===== config.mk =====
export PLATFORM = sky130hd
export DESIGN_NAME = imem_loader_flat
export DESIGN_NICKNAME = d
export VERILOG_FILES = /design/src/rtl/imem_loader_if.sv /design/src/rtl/imem_loader.sv /design/src/flat_wrapper.sv
export SDC_FILE = /design/constraint.sdc
export NUM_CORES = 1
export LEC_CHECK = 0
export ABC_CLOCK_PERIOD_IN_PS = 2800
export CAP_MARGIN = 40
export CORE_MARGIN = 2
export CORE_UTILIZATION = 49
export DETAILED_ROUTE_END_ITERATION = 10
export PLACE_DENSITY = 0.81
export SLEW_MARGIN = 20
export SYNTH_ARGS = -nofsm -noshare
export SYNTH_HDL_FRONTEND = slang
export SYNTH_SLANG_ARGS = --single-unit

===== constraint.sdc =====
create_clock -name clk -period 2.8 [get_ports clk]
set_input_delay 0.28 -clock clk [delete_from_list [all_inputs] [get_ports clk]]
set_output_delay 0.28 -clock clk [all_outputs]
set_load 0.05 [all_outputs]

===== src/rtl/imem_loader_if.sv =====
// Byte-stream input, load control and instruction-memory write bus of the image loader.
// The slave modport is the loader; the master modport is the host/stream source and memory.
interface imem_loader_if #(
  parameter int ADDRESS_WIDTH = 32,
  parameter int DATA_WIDTH    = 32,
  parameter int COUNT_WIDTH   = 16
);
  logic                     start;
  logic                     abort;
  logic [ADDRESS_WIDTH-1:0] base_addr;
  logic [COUNT_WIDTH-1:0]   num_words;
  logic                     byte_valid;
  logic [7:0]               byte_data;
  logic                     byte_ready;
  logic                     we;
  logic [ADDRESS_WIDTH-1:0] waddr;
  logic [DATA_WIDTH-1:0]    wdata;
  logic                     busy;
  logic                     done;

  modport slave (
    input  start, abort, base_addr, num_words, byte_valid, byte_data,
    output byte_ready, we, waddr, wdata, busy, done
  );

  modport master (
    output start, abort, base_addr, num_words, byte_valid, byte_data,
    input  byte_ready, we, waddr, wdata, busy, done
  );
endinterface


===== src/rtl/imem_loader.sv =====
// Packs a little-endian byte stream into words and writes them to consecutive
// instruction-memory addresses, holding the CPU via busy during the load.
module imem_loader #(
  parameter int ADDRESS_WIDTH = 32,
  parameter int DATA_WIDTH    = 32,
  parameter int COUNT_WIDTH   = 16
) (
  input  logic         clk,
  input  logic         rst,
  imem_loader_if.slave bus
);
  localparam int BYTES = DATA_WIDTH / 8;
  localparam int IW    = (BYTES > 1) ? $clog2(BYTES) : 1;

  typedef enum logic [1:0] {IDLE, COLLECT, WRITE, DONE} state_t;

  state_t                   state_reg, state_next;
  logic [ADDRESS_WIDTH-1:0] waddr_reg, waddr_next;
  logic [DATA_WIDTH-1:0]    wdata_reg, wdata_next;
  logic [COUNT_WIDTH-1:0]   remaining_reg, remaining_next;
  logic [IW-1:0]            idx_reg, idx_next;
  logic [DATA_WIDTH-1:0]    lane_data;

  // Word with the incoming byte dropped into the lane selected by the byte index.
  genvar gi;
  generate
    for (gi = 0; gi < BYTES; gi++) begin : g_lane
      assign lane_data[8*gi +: 8] = (idx_reg == IW'(gi)) ? bus.byte_data
                                                         : wdata_reg[8*gi +: 8];
    end
  endgenerate

  always_ff @(posedge clk or posedge rst) begin
    if (rst) begin
      state_reg     <= IDLE;
      waddr_reg     <= '0;
      wdata_reg     <= '0;
      remaining_reg <= '0;
      idx_reg       <= '0;
    end else begin
      state_reg     <= state_next;
      waddr_reg     <= waddr_next;
      wdata_reg     <= wdata_next;
      remaining_reg <= remaining_next;
      idx_reg       <= idx_next;
    end
  end

  always_comb begin
    state_next     = state_reg;
    waddr_next     = waddr_reg;
    wdata_next     = wdata_reg;
    remaining_next = remaining_reg;
    idx_next       = idx_reg;
    unique case (state_reg)
      IDLE: begin
        if (bus.start && !bus.abort) begin
          waddr_next     = {bus.base_addr[ADDRESS_WIDTH-1:2], 2'b00};
          remaining_next = bus.num_words;
          idx_next       = '0;
          state_next     = (bus.num_words == '0) ? DONE : COLLECT;
        end
      end
      COLLECT: begin
        if (bus.abort) begin
          state_next = IDLE;
        end else if (bus.byte_valid) begin
          wdata_next = lane_data;
          if (idx_reg == IW'(BYTES - 1)) begin
            idx_next   = '0;
            state_next = WRITE;
          end else begin
            idx_next = idx_reg + 1'b1;
          end
        end
      end
      WRITE: begin
        // The write strobe is state-decoded, so it still fires in an aborted WRITE cycle.
        if (bus.abort) begin
          state_next = IDLE;
        end else begin
          waddr_next     = waddr_reg + ADDRESS_WIDTH'(BYTES);
          remaining_next = remaining_reg - 1'b1;
          idx_next       = '0;
          state_next     = (remaining_reg == COUNT_WIDTH'(1)) ? DONE : COLLECT;
        end
      end
      DONE: begin
        state_next = IDLE;
      end
      default: begin
        state_next = IDLE;
      end
    endcase
  end

  assign bus.byte_ready = (state_reg == COLLECT);
  assign bus.we         = (state_reg == WRITE);
  assign bus.busy       = (state_reg == COLLECT) || (state_reg == WRITE);
  assign bus.done       = (state_reg == DONE);
  assign bus.waddr      = waddr_reg;
  assign bus.wdata      = wdata_reg;
endmodule

===== src/flat_wrapper.sv =====
// flat-port wrapper written by rule: the top's interface ports become plain ports
module imem_loader_flat 
#(
  parameter int ADDRESS_WIDTH = 32,
  parameter int DATA_WIDTH    = 32,
  parameter int COUNT_WIDTH   = 16
)
  (clk, rst, bus_start, bus_abort, bus_base_addr, bus_num_words, bus_byte_valid, bus_byte_data, bus_byte_ready, bus_we, bus_waddr, bus_wdata, bus_busy, bus_done);
  imem_loader_if #(.ADDRESS_WIDTH(ADDRESS_WIDTH), .DATA_WIDTH(DATA_WIDTH), .COUNT_WIDTH(COUNT_WIDTH)) bus_i ();
  input  logic clk;
  input  logic rst;
  input wire logic [$bits(bus_i.start)-1:0] bus_start;
  input wire logic [$bits(bus_i.abort)-1:0] bus_abort;
  input wire logic [$bits(bus_i.base_addr)-1:0] bus_base_addr;
  input wire logic [$bits(bus_i.num_words)-1:0] bus_num_words;
  input wire logic [$bits(bus_i.byte_valid)-1:0] bus_byte_valid;
  input wire logic [$bits(bus_i.byte_data)-1:0] bus_byte_data;
  output wire logic [$bits(bus_i.byte_ready)-1:0] bus_byte_ready;
  output wire logic [$bits(bus_i.we)-1:0] bus_we;
  output wire logic [$bits(bus_i.waddr)-1:0] bus_waddr;
  output wire logic [$bits(bus_i.wdata)-1:0] bus_wdata;
  output wire logic [$bits(bus_i.busy)-1:0] bus_busy;
  output wire logic [$bits(bus_i.done)-1:0] bus_done;
  assign bus_i.start = bus_start;
  assign bus_i.abort = bus_abort;
  assign bus_i.base_addr = bus_base_addr;
  assign bus_i.num_words = bus_num_words;
  assign bus_i.byte_valid = bus_byte_valid;
  assign bus_i.byte_data = bus_byte_data;
  assign bus_byte_ready = bus_i.byte_ready;
  assign bus_we = bus_i.we;
  assign bus_waddr = bus_i.waddr;
  assign bus_wdata = bus_i.wdata;
  assign bus_busy = bus_i.busy;
  assign bus_done = bus_i.done;
  imem_loader #(.ADDRESS_WIDTH(ADDRESS_WIDTH), .DATA_WIDTH(DATA_WIDTH), .COUNT_WIDTH(COUNT_WIDTH)) u_core (.clk(clk), .rst(rst), .bus(bus_i));
endmodule

# After elaboration in Yosys (flattened, before gate mapping)
# Index checks and enable logic that the tools add are counted.
[word_totals] ff_bits=84 inputBits=61 output_inout_bits=68 wordCells=60
[op_classes] addsub=3 n_eq_ne=13 n_mux=20 bitwise=1 n_reduce_logical=15
[ops] operator="$mux W32" count=2
[ops] operator="$pmux W32 S2" count=1
[ops] operator="$add A32 B3 Y32 const B" count=1
[ops] operator="$mux W16" count=2
[ops] operator="$pmux W16 S2" count=1
[ops] operator="$mux W2" count=12
[ops] operator="$eq A16 B1 Y1 const B" count=1
[ops] operator="$logic_not A16 Y1" count=1
[ops] operator="$reduce_and A4 Y1" count=4
[ops] operator="$sub A16 B1 Y16 const B" count=1
[ops] operator="$eq A2 B2 Y1 const B" count=4
[ops] operator="$pmux W2 S4" count=1
[ops] operator="$ne A2 B2 Y1 const B" count=3
[ops] operator="$pmux W2 S3" count=1
[ops] operator="$reduce_and A3 Y1" count=2
[ops] operator="$reduce_and A5 Y1" count=1
[ops] operator="$eq A2 B1 Y1 const B" count=2
[ops] operator="$logic_not A2 Y1" count=2
[ops] operator="$ne A3 B2 Y1 const B" count=1
[ops] operator="$ne A3 B3 Y1 const B" count=1
[ops] operator="$reduce_bool A3 Y1" count=1
[ops] operator="$add A2 B1 Y2 const B" count=1
[ops] operator="$ne A2 B1 Y1 const B" count=1
[ops] operator="$reduce_bool A2 Y1" count=1
[ops] operator="other kinds (4)" count=4

# Logic depth before layout (Yosys ltp)
# Gate-level depths: netlist of the first run.
[depth] ltp_word=5 depth_mapped=10 depth_no_buf=7

# Worst setup path after synthesis of the first run
# Ideal clock, no wire load.
[synth_timing] path_kind="reg2reg" startpoint="register u_core.state_reg[0]" endpoint="register u_core.waddr_reg[24], in the netlist u_core.bus.waddr[24]" setup_ns=0.125 arrival_time_ns=2.176 required_ns=2.675 setup_slack_ns=0.500 stages_incl_launch_ff=10 path_buffers=2 period_less_slack_ns=2.300 path_cell_list="dfrtp_1 inv_1 ha_1 buf_2 inv_2 clkbuf_1 nor3_1 nand2_1 o31ai_1 nor2_1"
[synth_between] elab_chain_len=3 word_cells_on_any_way=7 classes_between="eq/ne: 3; mux: 1; reduce/logical: 3"
[synth_lines] item="start: declaration" line_no="imem_loader.sv:17" text="state_t state_reg, state_next;"
[synth_lines] item="start signal: assignment" line_no="imem_loader.sv:41" text="state_reg <= state_next;"
[synth_lines] item="$eq A2 B2 Y1 *"
[synth_lines] item="net bus_we" line_no="flat_wrapper.sv:19" text="output wire logic [$bits(bus_i.we)-1:0] bus_we;"
[synth_lines] item="$ne A2 B2 Y1 (no line) / $reduce_bool A2 Y1 (equally long branches)"
[synth_lines] item="$reduce_and A3 Y1 (no line)"
[synth_lines] item="end signal: assignment" line_no="imem_loader.sv:42" text="waddr_reg <= waddr_next;"
[synth_lines] item="end: declaration" line_no="imem_loader.sv:18" text="logic [ADDRESS_WIDTH-1:0] waddr_reg, waddr_next;"
# Mark *: on every way through the listed nets, which the timed path passes. The rest lies on a longest branch.
# A chain may end at the register's enable or synchronous reset.

# Final worst setup path of the first run
[layout_timing] startpoint="register u_core.state_reg[0]" endpoint="output port bus_we"
[layout_between] elab_chain_len=1
[layout_lines] item="$eq A2 B2 Y1" line_no="imem_loader.sv:98" text="assign bus.we = (state_reg == WRITE);"
[layout_lines] item="end: declaration" line_no="flat_wrapper.sv:19"
# Every way passes these cells.

==> results.txt, run 1 <==
----------------------------------------------------
[Timing]
  Number of hold-slack violations in the final timing report ... 0
  Crit path time final ... between 2 and 3 ns
  Slew HR ... 51.1%
  Setup TNS ... 0 ns
  Setup ws final ... 0.154 ns
  Final setup fails ... 0
  Final count of pins violating max slew ... 0
  Crit share post-route ... a little over nine tenths
  Setup repair after global routing missed its margin ... false
  Final Skew ... about 0.0082 ns
  Worst-Margin Slew ... 0.732 ns
  Highest clock frequency the design can meet ... around 380 MHz

[Final layout]
  Number of nets in the layout ... 676
  Fraction of final layout cells with drive strength greater than 1 ... about 12%
  Area overhead of the layout relative to synthesis ... 33.9%
  Layout Utilization ... between 60% and 70%
  Count of inserted antenna diode cells ... 0
  Post-route insts no fill ... about 700
  Flip-flop count of the largest register after layout ... 32

[Global route]
  Number of global-route vias before repair ... 4068
  Number of antenna violations at the first check in global routing ... 0
  Total global routing track utilization ... between 20 and 25%
  Largest net degree at the start of global routing ... 63
  Remaining global-route overflow ... 0
  First-pass GRT wire length ... approximately 20000 µm

[Routing]
  Post-detailed-route DRC marker count ... 0
  Detailed Routing Iterations Pass 1 ... 5
  Detailed router's first-iteration violation count ... ~220
  Detailed-route wire length ... ~13000 µm
  Via-per-instance ratio ... between 6 and 7
  Average wire per cell in the routed design ... approximately 18 µm
  Vias after detailed routing ... 4382
  Remaining antenna violation count ... 0

[Place]
  Estimated wirelength of the detail-placed design ... roughly 9000 µm
  Number of cells after detailed placement ... roughly 700
  Number of input and output port buffers inserted ... 124
  Worst-case setup slack after placement ... 0.538 ns
  Final Wtd Congestion ... around 0.86

[Power and ir drop]
  IR Drop Worst-Case VDD ... 0.000676 V
  Total power consumption of the routed design ... a little under 8000 µW
  Total leakage power ... roughly 0.0025 µW
  Cell Pwr Density ... between 1000 and 1500 nW/µm²

[Clocking]
  TritonCTS clock tree ... yes
  CTS hold repair buffers ... 0
  # H-tree levels ... 3
  Insertion delay to the later sink of the worst-skew pair ... ~0.35 ns
  Root Buffer ... sky130_fd_sc_hd__clkbuf_8
  Clock net sink count ... 82
  Number of CTS-inserted buffers ... 9
  Clock transition at the register clock pins on the worst setup and hold paths after CTS ... approximately 0.080 ns
  Post-CTS Repair Setup Buffers ... 0
  Max clock buf depth ... 2
  Gates resized, CTS repair ... 0

[Synthesis]
  Post-synth EDFFs ... 0
  Proportion of register bits with asynchronous set or reset after synthesis ... 100%
  Number of distinct library cells after synthesis ... 58
  Cell with the most instances after synthesis ... sky130_fd_sc_hd__dfrtp_1
  Top post-synthesis cells by count ... 82 x sky130_fd_sc_hd__dfrtp_1, 53 x sky130_fd_sc_hd__a21oi_1, 44 x sky130_fd_sc_hd__nand2_1
  Warnings from Yosys ... 0
  Flops & latches, synth ... a little over 80
  Dominant synthesized flop cell ... sky130_fd_sc_hd__dfrtp_1
  Area contributors post-synth ... sky130_fd_sc_hd__dfrtp_1 44%, sky130_fd_sc_hd__mux2_2 7.8%, sky130_fd_sc_hd__a21oi_1 5.7%
  Average instance area after synthesis ... approximately 9.5 µm²
  Area share of the leading cell type in the synthesized netlist ... between 40% and 50%
  Mapped Cells ... about 490
  Netlist Area Pre-Place ... 4620 µm²
  Sequential area share after synthesis ... 44.4%
  Cell type contributing the most total cell area after synthesis ... sky130_fd_sc_hd__dfrtp_1

[Critical path]
  Startpoint Class ... register
  Crit. End Element ... primary output
  Worst Setup Path Type ... reg -> out
  Data arrival time of the worst path ... between 2 and 2.5 ns
  Register-to-Register Path Depth ... 7
  Highest fanout seen on the critical path ... 38
  Worst EP required ... 2.52 ns

[Floorplanning]
  Area enclosed by the die boundary ... 10200 µm²
  Num rows ... 35
  Core region area ... roughly 9000 µm²
  Top-Level Pins ... about 130
  Width of the die ... 101 µm
  Initial core utilization ... 50.3%
  Die boundary height ... about 100 µm

[Outcome]
  Status ... finished clean

[Min path]
  Min-delay worst type ... in -> async

[Job]
  Max capacitance violation total ... 0

----------------------------------------------------
## critical path: stages (launching register included)
cell and delay, ns:
sky130_fd_sc_hd__dfrtp_1 0.40, sky130_fd_sc_hd__inv_1 0.13, sky130_fd_sc_hd__ha_2 0.24, sky130_fd_sc_hd__buf_4 0.33
sky130_fd_sc_hd__clkdlybuf4s50_1 0.90
## layer usage
layer  wire length (µm)  track usage (%)  vias to the layer above  share of wire (%)
met1               5500             33.5                     2116                 44
li1                   -                -                     2040                  -
met4                257             9.36                        0                2.0
met2               5910             39.7                      204                 47
met5                  0                0                        -                  0
met3                940             5.04                       22                7.5
## logic make-up after synthesis
kind of cell	share of synthesized area (%)
and+or+nand+nor	19.4
AOI/OAI and AO/OA	19.1
DFF	44.4
buffers and inverters	4.46
muxes	9.31
adders and majority gates	3.25
other	0.0811
## final timing paths
check	from	endpoint	slack, ns
hold / removal	rst	u_core.bus.wdata[0]	0.35
max in group asynchronous	rst	u_core.bus.wdata[23]	1.79
min in group clk	u_core.bus.wdata[0]	u_core.bus.wdata[0]	0.51
setup reg to reg	u_core.state_reg[1]	u_core.bus.waddr[19]	0.56
setup / recovery	u_core.state_reg[0]	bus_we	0.15
hold reg to reg	u_core.bus.wdata[0]	u_core.bus.wdata[0]	0.51
## layout make-up
cell class / count / area, µm²
clock buffer: 12 / 155
multi-input combinational: 364 / 2380
tap: 111 / 139
inverter: 15 / 57.6
clock inverter: 4 / 97.6
timing repair buffer: 131 / 1310
sequential: 82 / 2050
fill: 755 / 3010
## cell usage in the layout (no fill, tap or decap), types with 11 or more instances in the layout
master,instances
sky130_fd_sc_hd__nand3_1,26
sky130_fd_sc_hd__nand4_1,13
sky130_fd_sc_hd__clkdlybuf4s50_1,124
sky130_fd_sc_hd__nand2_1,44
sky130_fd_sc_hd__nor2_1,28
sky130_fd_sc_hd__a21oi_1,52
sky130_fd_sc_hd__dfrtp_1,82
sky130_fd_sc_hd__mux2_2,32
sky130_fd_sc_hd__clkbuf_8,11
sky130_fd_sc_hd__ha_1,11
sky130_fd_sc_hd__inv_1,13
sky130_fd_sc_hd__o22ai_1,21
sky130_fd_sc_hd__o21ai_0,25
## power breakdown
part	internal (µW)	total, µW	switching, µW
sequential	1720	2300	581
clock	642	1070	426
combinational	1620	4470	2860
## metrics by stage
step / area (µm²) / hold slack (ns)
2_1_floorplan: 4630 / 0.426
3_3_place_gp: 5940 / 0.487
3_5_place_dp: 5940 / 0.492
4_1_cts: 6190 / 0.374
5_1_grt: 6190 / 0.419
6_report: 6190 / 0.354
(Power assumes the default switching activity.)
==> inputs of run 2 (changes only) <==
--- a/config.mk
+++ b/config.mk
@@ -11,6 +11,8 @@
 export CORE_UTILIZATION = 49
 export DETAILED_ROUTE_END_ITERATION = 10
 export PLACE_DENSITY = 0.81
+export RECOVER_POWER = 25
+export SKIP_CTS_REPAIR_TIMING = 1
 export SLEW_MARGIN = 20
 export SYNTH_ARGS = -nofsm -noshare
 export SYNTH_HDL_FRONTEND = slang
==> run 2 against run 1 <==
  * The flow now finishes with violations (max-capacitance violations, max-slew violations)
  * Register-to-register slack is essentially flat
  * Non-clock buffer count is the same
  * Die area is the same
  * Critical path type unchanged
  * Utilization shrank 0.14 points
  * Sequential cell count is the same
  * Largest cell class unchanged
  * Setup slack is essentially flat
  * Wire length is essentially flat
  * Power is essentially flat
  * First-iteration DRC count grew 0.45%
  * Design area shrank 0.20%
==> results.txt, run 2 (synthesized netlist as in run 1, its figures left out) <==
----------------------------------------------------
[Final layout]
  Fraction of final layout cells with drive strength greater than 1 ... between 10% and 20%
  Most frequent standard cell in the layout excluding fill and tap cells ... sky130_fd_sc_hd__clkdlybuf4s50_1
  Area overhead of the layout relative to synthesis ... 33.6%
  Count of inserted antenna diode cells ... 0
  Most frequent cells in the layout ... 123 x sky130_fd_sc_hd__clkdlybuf4s50_1, 82 x sky130_fd_sc_hd__dfrtp_1, 52 x sky130_fd_sc_hd__a21oi_1
  Number of nets in the layout ... 676
  Number of filler cells placed in the layout ... 757
  Flip-flop count of the largest register after layout ... 32
  Summed area of non-filler cells in the final layout ... roughly 6200 µm²

[Job]
  Max capacitance violation total ... 1

[Global route]
  Number of antenna violations at the first check in global routing ... 0
  Remaining global-route overflow ... 0
  Number of global-route vias before repair ... ~4100
  Largest net degree at the start of global routing ... between 60 and 70
  First-pass GRT wire length ... 20000 µm
  Total global routing track utilization ... approximately a quarter

[Critical path]
  Critical-path cell with the highest stage delay ... sky130_fd_sc_hd__clkdlybuf4s50_1
  Worst-case register-to-register setup slack ... ~0.56 ns
  Combined buffer and inverter count along the critical path ... 3
  Data arrival time of the worst path ... 2.37 ns
  Delay of the slowest critical-path stage ... 0.90 ns
  Worst Setup Path Type ... reg -> out
  Reg2Reg Launch Point ... u_core.state_reg[1]
  Register-to-Register Path Depth ... 7
  Reg-to-reg endpoint ... u_core.bus.waddr[19]
  Top Family by Delay on Critical Path ... buffers and inverters
  Cell Chain, Critical Path ... inv_1 > ha_2 > buf_4 > clkdlybuf4s50_1
  Worst EP required ... between 2 and 3 ns
  Startpoint Class ... register
  Crit. End Element ... primary output
  Highest fanout seen on the critical path ... 38
  Path length in cells of the critical path ... 4

[Clocking]
  Insertion delay to the later sink of the worst-skew pair ... approximately 0.35 ns
  # H-tree levels ... 3
  Root Buffer ... sky130_fd_sc_hd__clkbuf_8
  Number of CTS-inserted buffers ... 9
  Max clock buf depth ... 2
  Clock transition at the register clock pins on the worst setup and hold paths after CTS ... approximately 0.08 ns
  TritonCTS clock tree ... yes
  Clock net sink count ... 82

[Routing]
  Remaining antenna violation count ... 0
  Vias after detailed routing ... between 4000 and 5000
  Post-detailed-route DRC marker count ... 0
  Average wire per cell in the routed design ... ~18 µm
  Detailed Routing Iterations Pass 1 ... 4
  Detailed-route wire length ... 12600 µm
  Via-per-instance ratio ... 6.08
  Detailed router's first-iteration violation count ... around 220

[Timing]
  Final count of pins violating max slew ... 42
  Setup TNS ... 0 ns
  Highest clock frequency the design can meet ... roughly 380 MHz
  Final Skew ... about 0.0084 ns
  Crit path time final ... about 2.6 ns
  Hold_ws ... roughly 0.51 ns
  Setup repair after global routing missed its margin ... false
  Crit share post-route ... between 90% and 100%
  Number of hold-slack violations in the final timing report ... 0
  Final setup fails ... 0
  Slew HR ... -21.1%
  Worst-Margin Slew ... 1.81 ns

[Outcome]
  Status ... finished, violations left
  Failing checks ... max-capacitance violations, max-slew violations

[Min path]
  Worst Hold Path EP ... u_core.bus.wdata[0]
  Number of cells on the worst hold path ... 1
  Worst hold start ... u_core.bus.wdata[0]
  Min-delay worst type ... reg -> reg

[Power and ir drop]
  Cell Pwr Density ... 1270 nW/µm²
  IR Drop Worst-Case VDD ... approximately 0.00068 V
  Total leakage power ... between 0.002 and 0.0025 µW
  Total power consumption of the routed design ... between 7000 and 8000 µW

[Floorplanning]
  Num rows ... 35
  Area enclosed by the die boundary ... around 10000 µm²
  Initial core utilization ... around half
  Top-Level Pins ... 129
  Core region area ... 9200 µm²
  Die boundary height ... ~100 µm
  Width of the die ... roughly 100 µm

[Place]
  Final Wtd Congestion ... 0.857
  Estimated wirelength of the detail-placed design ... about 9000 µm
  Post-placement cell area ... 5940 µm²
  Number of input and output port buffers inserted ... ~120

----------------------------------------------------
run 2: cell types whose count changed in the layout (fill, tap and decap cells not counted):
cell	change
sky130_fd_sc_hd__clkbuf_4	+1
sky130_fd_sc_hd__clkinv_2	-1
sky130_fd_sc_hd__clkinvlp_2	+1
sky130_fd_sc_hd__clkdlybuf4s50_1	-1
sky130_fd_sc_hd__buf_12	-1
sky130_fd_sc_hd__dlygate4sd3_1	+1
run 2: worst max path at each step:
stage                              startpoint                   end  slack, ns
after floorplan                           rst  u_core.bus.waddr[10]       0.41
after global placement    u_core.state_reg[0]                bus_we       0.57
after detailed placement  u_core.state_reg[0]                bus_we       0.54
after CTS                 u_core.state_reg[0]                bus_we       0.15
after global routing      u_core.state_reg[0]                bus_we       0.03
final                     u_core.state_reg[0]                bus_we       0.15
run 2: final cells by class:
cell class / instances / area, µm² / area share (%)
Multi-Input combinational cell: 364 / 2380 / 38.6
Tap cell: 111 / 139 / 2.25
Inverter: 15 / 57.6 / 0.932
Timing Repair Buffer: 131 / 1290 / 20.9
Clock inverter: 4 / 97.6 / 1.58
Sequential cell: 82 / 2050 / 33.2
Clock buffer: 12 / 155 / 2.51
run 2: layer usage:
layer,global-route usage (%),routed length [µm],vias up
met1,33.5,5540,2122
met5,0,0,-
li1,-,-,2041
met2,39.7,5880,187
met4,9.36,276,0
met3,5.04,910,24
run 2: where the power goes:
group	internal (µW)	switching, µW	total [µW]
clock	642	426	1070
sequential	1720	579	2300
combinational	1610	2860	4470
total	3970	3860	7830
run 2: per-stage QoR:
step	utilization, %	worst slack, ns	cells
after floorplan	-	0.412	490
after CTS	67.3	0.150	719
after global routing	67.2	0.0295	719
after detailed placement	64.6	0.538	703
after global placement	64.6	0.571	703
final	67.2	0.155	719
